`config.mk`:
```
export PLATFORM = sky130hd
export DESIGN_NAME = serial_adder
export DESIGN_NICKNAME = d
export VERILOG_FILES = /design/src/rtl/serial_adder_pkg.sv /design/src/rtl/serial_adder_digit_adder.sv /design/src/rtl/serial_adder.sv
export SDC_FILE = /design/constraint.sdc
export NUM_CORES = 1
export LEC_CHECK = 0
export CAP_MARGIN = 20
export CORE_AREA = 2 2 84 86
export DETAILED_ROUTE_END_ITERATION = 8
export DIE_AREA = 0 0 86 88
export PLACE_DENSITY = 0.63
export SLEW_MARGIN = 25
export SYNTH_ARGS = -nofsm -noshare
export SYNTH_HDL_FRONTEND = slang
export SYNTH_SLANG_ARGS = --single-unit
export TNS_END_PERCENT = 30
```
`constraint.sdc`:
```
create_clock -name i_CLK -period 2.48 [get_ports i_CLK]
set_input_delay 0.372 -clock i_CLK [delete_from_list [all_inputs] [get_ports i_CLK]]
set_output_delay 0.372 -clock i_CLK [all_outputs]
set_load 0.1 [all_outputs]
```
`src/rtl/serial_adder_pkg.sv`:
```
// Shared definitions for the serial adder: FSM encoding and sizing helpers.
package serial_adder_pkg;

    typedef enum logic [1:0] {
        IDLE = 2'd0,
        RUN  = 2'd1,
        DONE = 2'd2
    } state_t;

    // Digit-counter width: clog2(n), never narrower than one bit.
    function automatic int cnt_width(input int n);
        return (n <= 1) ? 1 : $clog2(n);
    endfunction

    // Configuration is legal when DIGIT is in 1..WIDTH and divides WIDTH.
    function automatic bit cfg_legal(input int width, input int digit);
        return (digit >= 1) && (digit <= width) && ((width % digit) == 0);
    endfunction

endpackage

```
`src/rtl/serial_adder_digit_adder.sv`:
```
// DIGIT-bit combinational ripple adder built from full-adder cells.
module digit_adder #(
    parameter int DIGIT = 4
) (
    input  logic [DIGIT-1:0] a,
    input  logic [DIGIT-1:0] b,
    input  logic             cin,
    output logic [DIGIT-1:0] sum,
    output logic             cout
);

    logic [DIGIT:0] carry;

    assign carry[0] = cin;

    for (genvar i = 0; i < DIGIT; i++) begin : g_fa
        assign sum[i]       = a[i] ^ b[i] ^ carry[i];
        assign carry[i + 1] = (a[i] & b[i]) | (carry[i] & (a[i] ^ b[i]));
    end

    assign cout = carry[DIGIT];

endmodule

```
`src/rtl/serial_adder.sv`:
```
// Multi-cycle adder: WIDTH-bit A+B+cin, DIGIT bits per clock, LSD first.
// Optional subtract mode enabled by defining SERIAL_ADDER_SUB_EN (adds i_SUB).
module serial_adder
    import serial_adder_pkg::*;
#(
    parameter int WIDTH = 16,
    parameter int DIGIT = 4
) (
    input  logic             i_CLK,
    input  logic             i_RESET,
    input  logic             i_START,
    input  logic [WIDTH-1:0] i_OPERAND_A,
    input  logic [WIDTH-1:0] i_OPERAND_B,
    input  logic             i_CARRY_IN,
`ifdef SERIAL_ADDER_SUB_EN
    input  logic             i_SUB,
`endif
    output logic             o_BUSY,
    output logic             o_DONE,
    output logic [WIDTH-1:0] o_SUM,
    output logic             o_CARRY
);

    localparam bit CFG_OK = cfg_legal(WIDTH, DIGIT);
    // An illegal configuration degenerates to N=1 rather than a bogus count.
    localparam int N  = CFG_OK ? (WIDTH / DIGIT) : 1;
    localparam int CW = cnt_width(N);
    localparam logic [CW-1:0] LAST = CW'(N - 1);

    state_t           state, state_next;
    logic [WIDTH-1:0] a_sr, b_sr, sum_sr, sum_next;
    logic             carry_r;
    logic [CW-1:0]    cnt;
    logic [DIGIT-1:0] dsum;
    logic             dcout;
    logic             accept;
    logic             last_digit;
    logic [WIDTH-1:0] b_capture;
    logic             c_capture;

    assign accept     = i_START && ((state == IDLE) || (state == DONE));
    assign last_digit = (state == RUN) && (cnt == LAST);

`ifdef SERIAL_ADDER_SUB_EN
    assign b_capture = i_SUB ? ~i_OPERAND_B : i_OPERAND_B;
    assign c_capture = i_SUB ? 1'b1 : i_CARRY_IN;
`else
    assign b_capture = i_OPERAND_B;
    assign c_capture = i_CARRY_IN;
`endif

    digit_adder #(.DIGIT(DIGIT)) u_digit (
        .a    (a_sr[DIGIT-1:0]),
        .b    (b_sr[DIGIT-1:0]),
        .cin  (carry_r),
        .sum  (dsum),
        .cout (dcout)
    );

    // New digit enters at the top; with a single digit it is the whole sum.
    if (DIGIT == WIDTH) begin : g_one_digit
        assign sum_next = dsum;
    end else begin : g_multi_digit
        assign sum_next = {dsum, sum_sr[WIDTH-1:DIGIT]};
    end

    // State register.
    always_ff @(posedge i_CLK) begin
        if (i_RESET) state <= IDLE;
        else         state <= state_next;
    end

    // Next-state logic: DONE lasts one cycle and may chain straight into RUN.
    always_comb begin
        state_next = state;
        case (state)
            IDLE:    if (accept) state_next = RUN;
            RUN:     if (last_digit) state_next = DONE;
            DONE:    state_next = accept ? RUN : IDLE;
            default: state_next = IDLE;
        endcase
    end

    // Operand capture, digit-serial shifting and result registers.
    always_ff @(posedge i_CLK) begin
        if (i_RESET) begin
            a_sr    <= '0;
            b_sr    <= '0;
            sum_sr  <= '0;
            carry_r <= 1'b0;
            cnt     <= '0;
            o_SUM   <= '0;
            o_CARRY <= 1'b0;
        end else if (accept) begin
            a_sr    <= i_OPERAND_A;
            b_sr    <= b_capture;
            carry_r <= c_capture;
            cnt     <= '0;
        end else if (state == RUN) begin
            a_sr    <= a_sr >> DIGIT;
            b_sr    <= b_sr >> DIGIT;
            sum_sr  <= sum_next;
            carry_r <= dcout;
            cnt     <= cnt + 1'b1;
            if (last_digit) begin
                o_SUM   <= sum_next;
                o_CARRY <= dcout;
            end
        end
    end

    assign o_BUSY = (state == RUN);
    assign o_DONE = (state == DONE);

endmodule

```
==> results.cfg, run 1 <==
[clock_tree]
cts_setup_buffers = 0
path_clk_slew_ps = 70
cts_made_buffers = 9
cts_root_buf = clkbuf_8
hold_buffers = 0
clock_sink_count = 66
htree_levels = 3
cts_tree = done
clock_latency_ps = 340
cts.path.max_buffers = 2
cts_resized = 0

[global_route]
grt_max_degree = 67
grt_pass1_wl_um = 9360
grt_pass1_vias = 2107
grt_overflow = 0
grt_usage_pct = 15.8
antenna_found_initial = 0

[synthesis]
syn-cell-area_mm2 = 0.00272
yosysTopAreaCell = dfxtp_1
yosys-top-cells-area = dfxtp_1 (49%), nand2_1 (9.4%), a21oi_1 (7.2%), a311oi_2 (5.0%), fa_1 (2.9%)
yosysWarnings = 0
postSynthAreaPerCell_um2 = 8.82
ys_ff_latch = 66
synth_fp_nets = 349
yosysSeqAreaShare_pct = 48.7
synthCells = 308
synth_top_area_share_pct = 48.7
synthDistinctLibCells = 30

[drt]
routedWlPerCell_um = 12.7
drt-total-wl_um = 5520
ant_nets = 0
drt_iter0_drc = 148
num_vias = 2201
vias_per_cell = 5.05
drc = 0
dr.pass1.iters = 4

[floorplanning]
die_h_um = 88
pin_count = 55
rows = 30
core_area_mm2 = 0.00664
start_util_pct = 40.9
dieArea_mm2 = 0.00757
fp.dieW_um = 86

[critical_path]
critPathMaxFanout = 2
arrival_ps = 2390
cp-end-kind = flop
timing.rr.start = a_sr[0]
critPathKind = flop to flop
rr_endpoint = sum_sr[15]
crit_required_ps = 2730
r2r_slack_ps = 340
ff2ff_path_depth = 8
startpoint_type = flop

[placed_design]
port_buffers = 54
gp_congestion = 0.712
dp_hpwl_um = 3610
dp.cells = 420

[sta]
drv_slew = 0
fin_skew_ps = 6.06
fmax_mhz = 467
setup-tns-final_ps = 0
min_period_ps = 2140
maxSlewHeadroom_pct = 51.1
rsz0062_at_grt = no
tightest_slew_ps = 733
fin_crit_sh_pct = 86.3
setup_viol_count_final = 0
hold_viol_final = 0
hold_slack_ps = 455

[finish]
nNetsFinal = 392
layout_common_cells = nand2_1 (68), dfxtp_1 (66), a21oi_1 (39)
drive_above_1_share_pct = 17.1
fillers = 672
fin_util_pct = 50.6
area_growth_pct = 23.8
diodes = 0
fin_cells = 436
final_common_cell = nand2_1

[pwr]
ir_drop_uv = 341
leakage_uw = 0.00120
power_density_mw_per_mm2 = 659

[worst_hold_path]
min_to = o_SUM[3]
hp-start = o_SUM[3]
hp-class = flop to flop
holdPathStages = 2

[run_status]
outcome = finished clean

[flow_run]
drv_cap = 0
-- sequential cells by signal, summed over array words and instances, names as in the netlist --
signal	cells
a_sr	16
carry_r	1
o_SUM	16
b_sr	16
sum_sr	12
cnt	2
o_CARRY	1
state	2
-- area by class of cell --
type                       count  area (um2)  area share (%)
sequential                    66        1320            39.3
multi-input combinational    207        1200            35.6
timing repair buffer          59         538            16.0
clock buffer                  11         141            4.21
tap                           80         100            2.98
inverter                       8        35.0            1.04
clock inverter                 5        30.0           0.893
-- cell families after synthesis --
| family | synth area share, % |
|---|---|
| muxes | 1.47 |
| xor gates and xnor gates | 0.323 |
| AOI/OAI and AO/OA | 18.6 |
| and+or+nand+nor | 20.0 |
| buffers and inverters | 7.47 |
| DFF | 48.7 |
| adders and majority gates | 3.41 |
-- report_power, final --
part	switching, uW	internal (uW)	total (uW)
clock	399	384	783
sequential	31.9	1110	1140
combinational	158	129	287
-- synthesized netlist by cell type --
master and instances:
buf_1 1, o21a_1 1, a22oi_1 9, nand2_1 68
and3b_1 1, a211oi_1 5, a311oi_2 9, nor2b_1 2
o22ai_1 3, clkinv_4 1, nand2_2 9, nand3_1 15
inv_1 7, nor3_1 9, buf_4 5, dfxtp_1 66
buf_12 1, buf_2 13, fa_1 4, xnor2_1 1
nand2b_1 2, ha_1 1, a2bb2oi_1 1, a311oi_1 4
a21oi_1 39, nor2_1 19, nand3b_1 1, mux2i_1 4
clkbuf_1 5, buf_6 2
-- routing by layer --
layer | global-route usage, % | wire (um) | vias to the layer above | part of all wire (%)
met4 | 7.79 | 88 | 0 | 1.6
met3 | 4.43 | 234 | 7 | 4.2
li1 | - | - | 1136 | -
met1 | 19.1 | 2610 | 1007 | 47
met2 | 26.1 | 2590 | 51 | 47
met5 | 0 | 0 | - | 0
-- worst max-delay path, cell delays in order (launching register included) --
cell	delay, ps
dfxtp_1	330
fa_1	410
inv_1	80
fa_1	160
inv_1	50
fa_1	350
inv_1	70
fa_1	420
a211oi_1	200
-- through the flow --
step                worst slack, ps  total power, uW  instance area [um2]
global route                    158             2330                 3360
floorplan                       427             1370                 2720
detailed placement              335             1460                 3190
global placement                373             1460                 3190
CTS                             329             2240                 3360
finish                          339             2220                 3360
-- how the worst max path moves through the flow --
| stage | slack (ps) | startpoint | end |
|---|---|---|---|
| 3_5_place_dp | 340 | a_sr[0] | o_SUM[15] |
| 3_3_place_gp | 370 | a_sr[0] | o_SUM[15] |
| 5_1_grt | 160 | a_sr[0] | sum_sr[15] |
| 4_1_cts | 330 | a_sr[0] | sum_sr[15] |
| 6_report | 340 | a_sr[0] | sum_sr[15] |
| 2_1_floorplan | 430 | a_sr[0] | o_SUM[15] |
Power figures use the tool's default switching activity.
==> run 2, diff against run 1 <==
- ABC_CLOCK_PERIOD_IN_PS: default -> 2480
- CORE_AREA: 2 2 84 86 -> 2 2 83 85
- DIE_AREA: 0 0 86 88 -> 0 0 85 87
- PLACE_DENSITY: 0.63 -> 0.64
- SYNTH_HIERARCHICAL: default -> 1
==> run 2 against run 1 <==
  * Cell area increased by 0.74%
  * Clock power increased by 15%
  * Core utilization increased by 0.96 points
  * Non-clock buffer count unchanged
  * Clock skew increased by 2.1 ps
  * Sequential share of layout area decreased by 0.29 points
  * First-iteration DRC count decreased by 52%
  * Area after synthesis decreased by 1.2%
  * Sequential power about the same
  * Synthesized cell count increased by 2.3%
  * Final cell count increased by 1.6%
==> results.cfg, run 2 <==
[pwr]
power_density_mw_per_mm2 = 688
leakage_uw = 0.00125
ir_drop_uv = 379

[finish]
area_growth_pct = 26.3
fin_util_pct = 51.6
drive_above_1_share_pct = 13.5
final_common_cell = nand2_1
diodes = 0
nNetsFinal = 399
layout_common_cells = nand2_1 (84), dfxtp_1 (66), a21oi_1 (44)
reg.largest.list = a_sr (16), b_sr (16), o_SUM (16)

[critical_path]
cp-end-kind = flop
ff2ff_path_depth = 10
startpoint_type = flop
crit_required_ps = 2740
arrival_ps = 2470
critPathMaxFanout = 2
critPathKind = flop to flop

[placed_design]
gp_congestion = 0.724
port_buffers = 54
dp_hpwl_um = 3670

[synthesis]
synth_edf_count = 0
ys_ff_latch = 66
synth_top_family_by_area = simple AND/OR/NAND/NOR gates
yosysWarnings = 6
synth_fp_nets = 356
yosysMostFrequentCell = nand2_1
synthSimpleGateAreaFrac_pct = 20.3
ys_dominant_reg_cell = dfxtp_1
postSynthAreaPerCell_um2 = 8.51
synth_top_area_share_pct = 49.3
netlist_top_cells_count = nand2_1 (84), dfxtp_1 (66), a21oi_1 (44)
synthArstFlopShare_pct = 0
synthCells = 315
synth_compound_area_share_pct = 17.5
post_synth_fa_ha_maj_area_fraction_pct = 3.45
synth.area.mux_share_pct = 1.87
synthDistinctLibCells = 27
syn-cell-area_mm2 = 0.00268
yosysSeqAreaShare_pct = 49.3
synth_xor_area_share_pct = 0.327
yosys-top-cells-area = dfxtp_1 (49%), nand2_1 (12%), a21oi_1 (8.2%), a311oi_2 (3.9%), a22oi_1 (3.1%)
yosysTopAreaCell = dfxtp_1

[clock_tree]
cts_resized = 0
cts.path.max_buffers = 2
cts_tree = done
hold_buffers = 0
cts_root_buf = clkbuf_8
htree_levels = 3
path_clk_slew_ps = 70
clock_latency_ps = 340
cts_made_buffers = 9
clock_sink_count = 66
cts_setup_buffers = 0

[sta]
hold_viol_final = 0
setup_viol_count_final = 0
fin_skew_ps = 8.12
drv_slew = 0
fmax_mhz = 453
rsz0062_at_grt = no
maxSlewHeadroom_pct = 56.3
fin_crit_sh_pct = 88.9
tightest_slew_ps = 653
setup-tns-final_ps = 0
min_period_ps = 2210

[drt]
dr.pass1.iters = 4
drt_iter0_drc = 71
routedWlPerCell_um = 12.9
vias_per_cell = 5.07
num_vias = 2248
ant_nets = 0
drc = 0
drt-total-wl_um = 5710

[floorplanning]
core_area_mm2 = 0.00657
rows = 30
die_h_um = 87
pin_count = 55
start_util_pct = 40.8
dieArea_mm2 = 0.00740
fp.dieW_um = 85

[worst_hold_path]
holdPathStages = 2
hp-class = flop to flop

[global_route]
grt_max_degree = 45
grt_pass1_wl_um = 9810
grt_overflow = 0
antenna_found_initial = 0
grt_usage_pct = 16.7
grt_pass1_vias = 2216

[run_status]
outcome = finished clean

[flow_run]
drv_cap = 0
[run 2: cell count changes in the layout (fill, tap and decap cells not counted), moves of 2 or more]
cell | previous run | this run
nor2_1 | 19 | 13
clkinvlp_4 | 2 | 0
a211oi_1 | 5 | 0
inv_1 | 7 | 10
clkinv_2 | 3 | 1
a22oi_1 | 9 | 11
nand2_2 | 9 | 0
nor3_1 | 9 | 11
clkbuf_1 | 1 | 3
a21oi_1 | 39 | 44
nand2_1 | 68 | 84
a311oi_2 | 9 | 7
[run 2: path summary, 6_finish.rpt]
check             startpoint  slack [ps]   endpoint
setup / recovery     a_sr[0]         270  o_SUM[15]
hold reg to reg    sum_sr[4]         460  sum_sr[4]
setup reg to reg     a_sr[0]         270  o_SUM[15]
hold / removal     sum_sr[4]         460  sum_sr[4]
[run 2: layout make-up]
| class | count | area [um2] |
|---|---|---|
| Clock buffer | 14 | 163 |
| Tap cell | 80 | 100 |
| Sequential cell | 66 | 1320 |
| Multi-Input combinational cell | 211 | 1170 |
| Timing Repair Buffer | 59 | 551 |
| Inverter | 11 | 46.3 |
| Clock inverter | 2 | 35.0 |
| Fill cell | 662 | 3180 |
[run 2: logic make-up after synthesis]
family | after synthesis
AND/OR/NAND/NOR | 130
AO/OA/AOI/OAI | 70
flip-flops | 66
buffers and inverters | 38
multiplexers | 5
adder cells (fa/ha/maj) | 5
XOR/XNOR | 1
[run 2: critical path: stages, from the launching register on]
cell	delay (ps)
dfxtp_1	340
fa_1	430
inv_1	80
fa_1	150
inv_1	50
fa_1	360
inv_1	80
fa_1	400
inv_1	80
nand2_1	50
a21oi_1	130
[run 2: through the flow]
| step | setup slack, ps | cell area [um2] | total power [uW] | hold slack (ps) | cells |
|---|---|---|---|---|---|
| 4_1_cts | 275 | 3390 | 2350 | 457 | 443 |
| 6_report | 274 | 3390 | 2330 | 455 | 443 |
| 3_3_place_gp | 350 | 3190 | 1450 | 443 | 427 |
| 3_5_place_dp | 288 | 3190 | 1450 | 448 | 427 |
| 5_1_grt | 118 | 3390 | 2440 | 472 | 443 |
| 2_1_floorplan | 431 | 2680 | 1350 | 432 | 315 |
[run 2: per-layer routing]
| layer | vias up | wire length (um) | GRT usage [%] |
|---|---|---|---|
| met5 | - | 0 | 0 |
| met4 | 0 | 110 | 8.95 |
| met3 | 8 | 268 | 4.08 |
| met2 | 47 | 2690 | 28.2 |
| met1 | 1046 | 2640 | 19.7 |
| li1 | 1147 | - | - |
[run 2: power by group]
group          internal (uW)  switching [uW]
combinational            127             158
clock                    520             384
sequential              1110            30.3
total                   1760             572
==> run 3, diff against run 2 <==
- SLEW_MARGIN: 25 -> 15
==> results of run 3 <==
No change in the layout: final DEF, timing and power equal those of run 2.
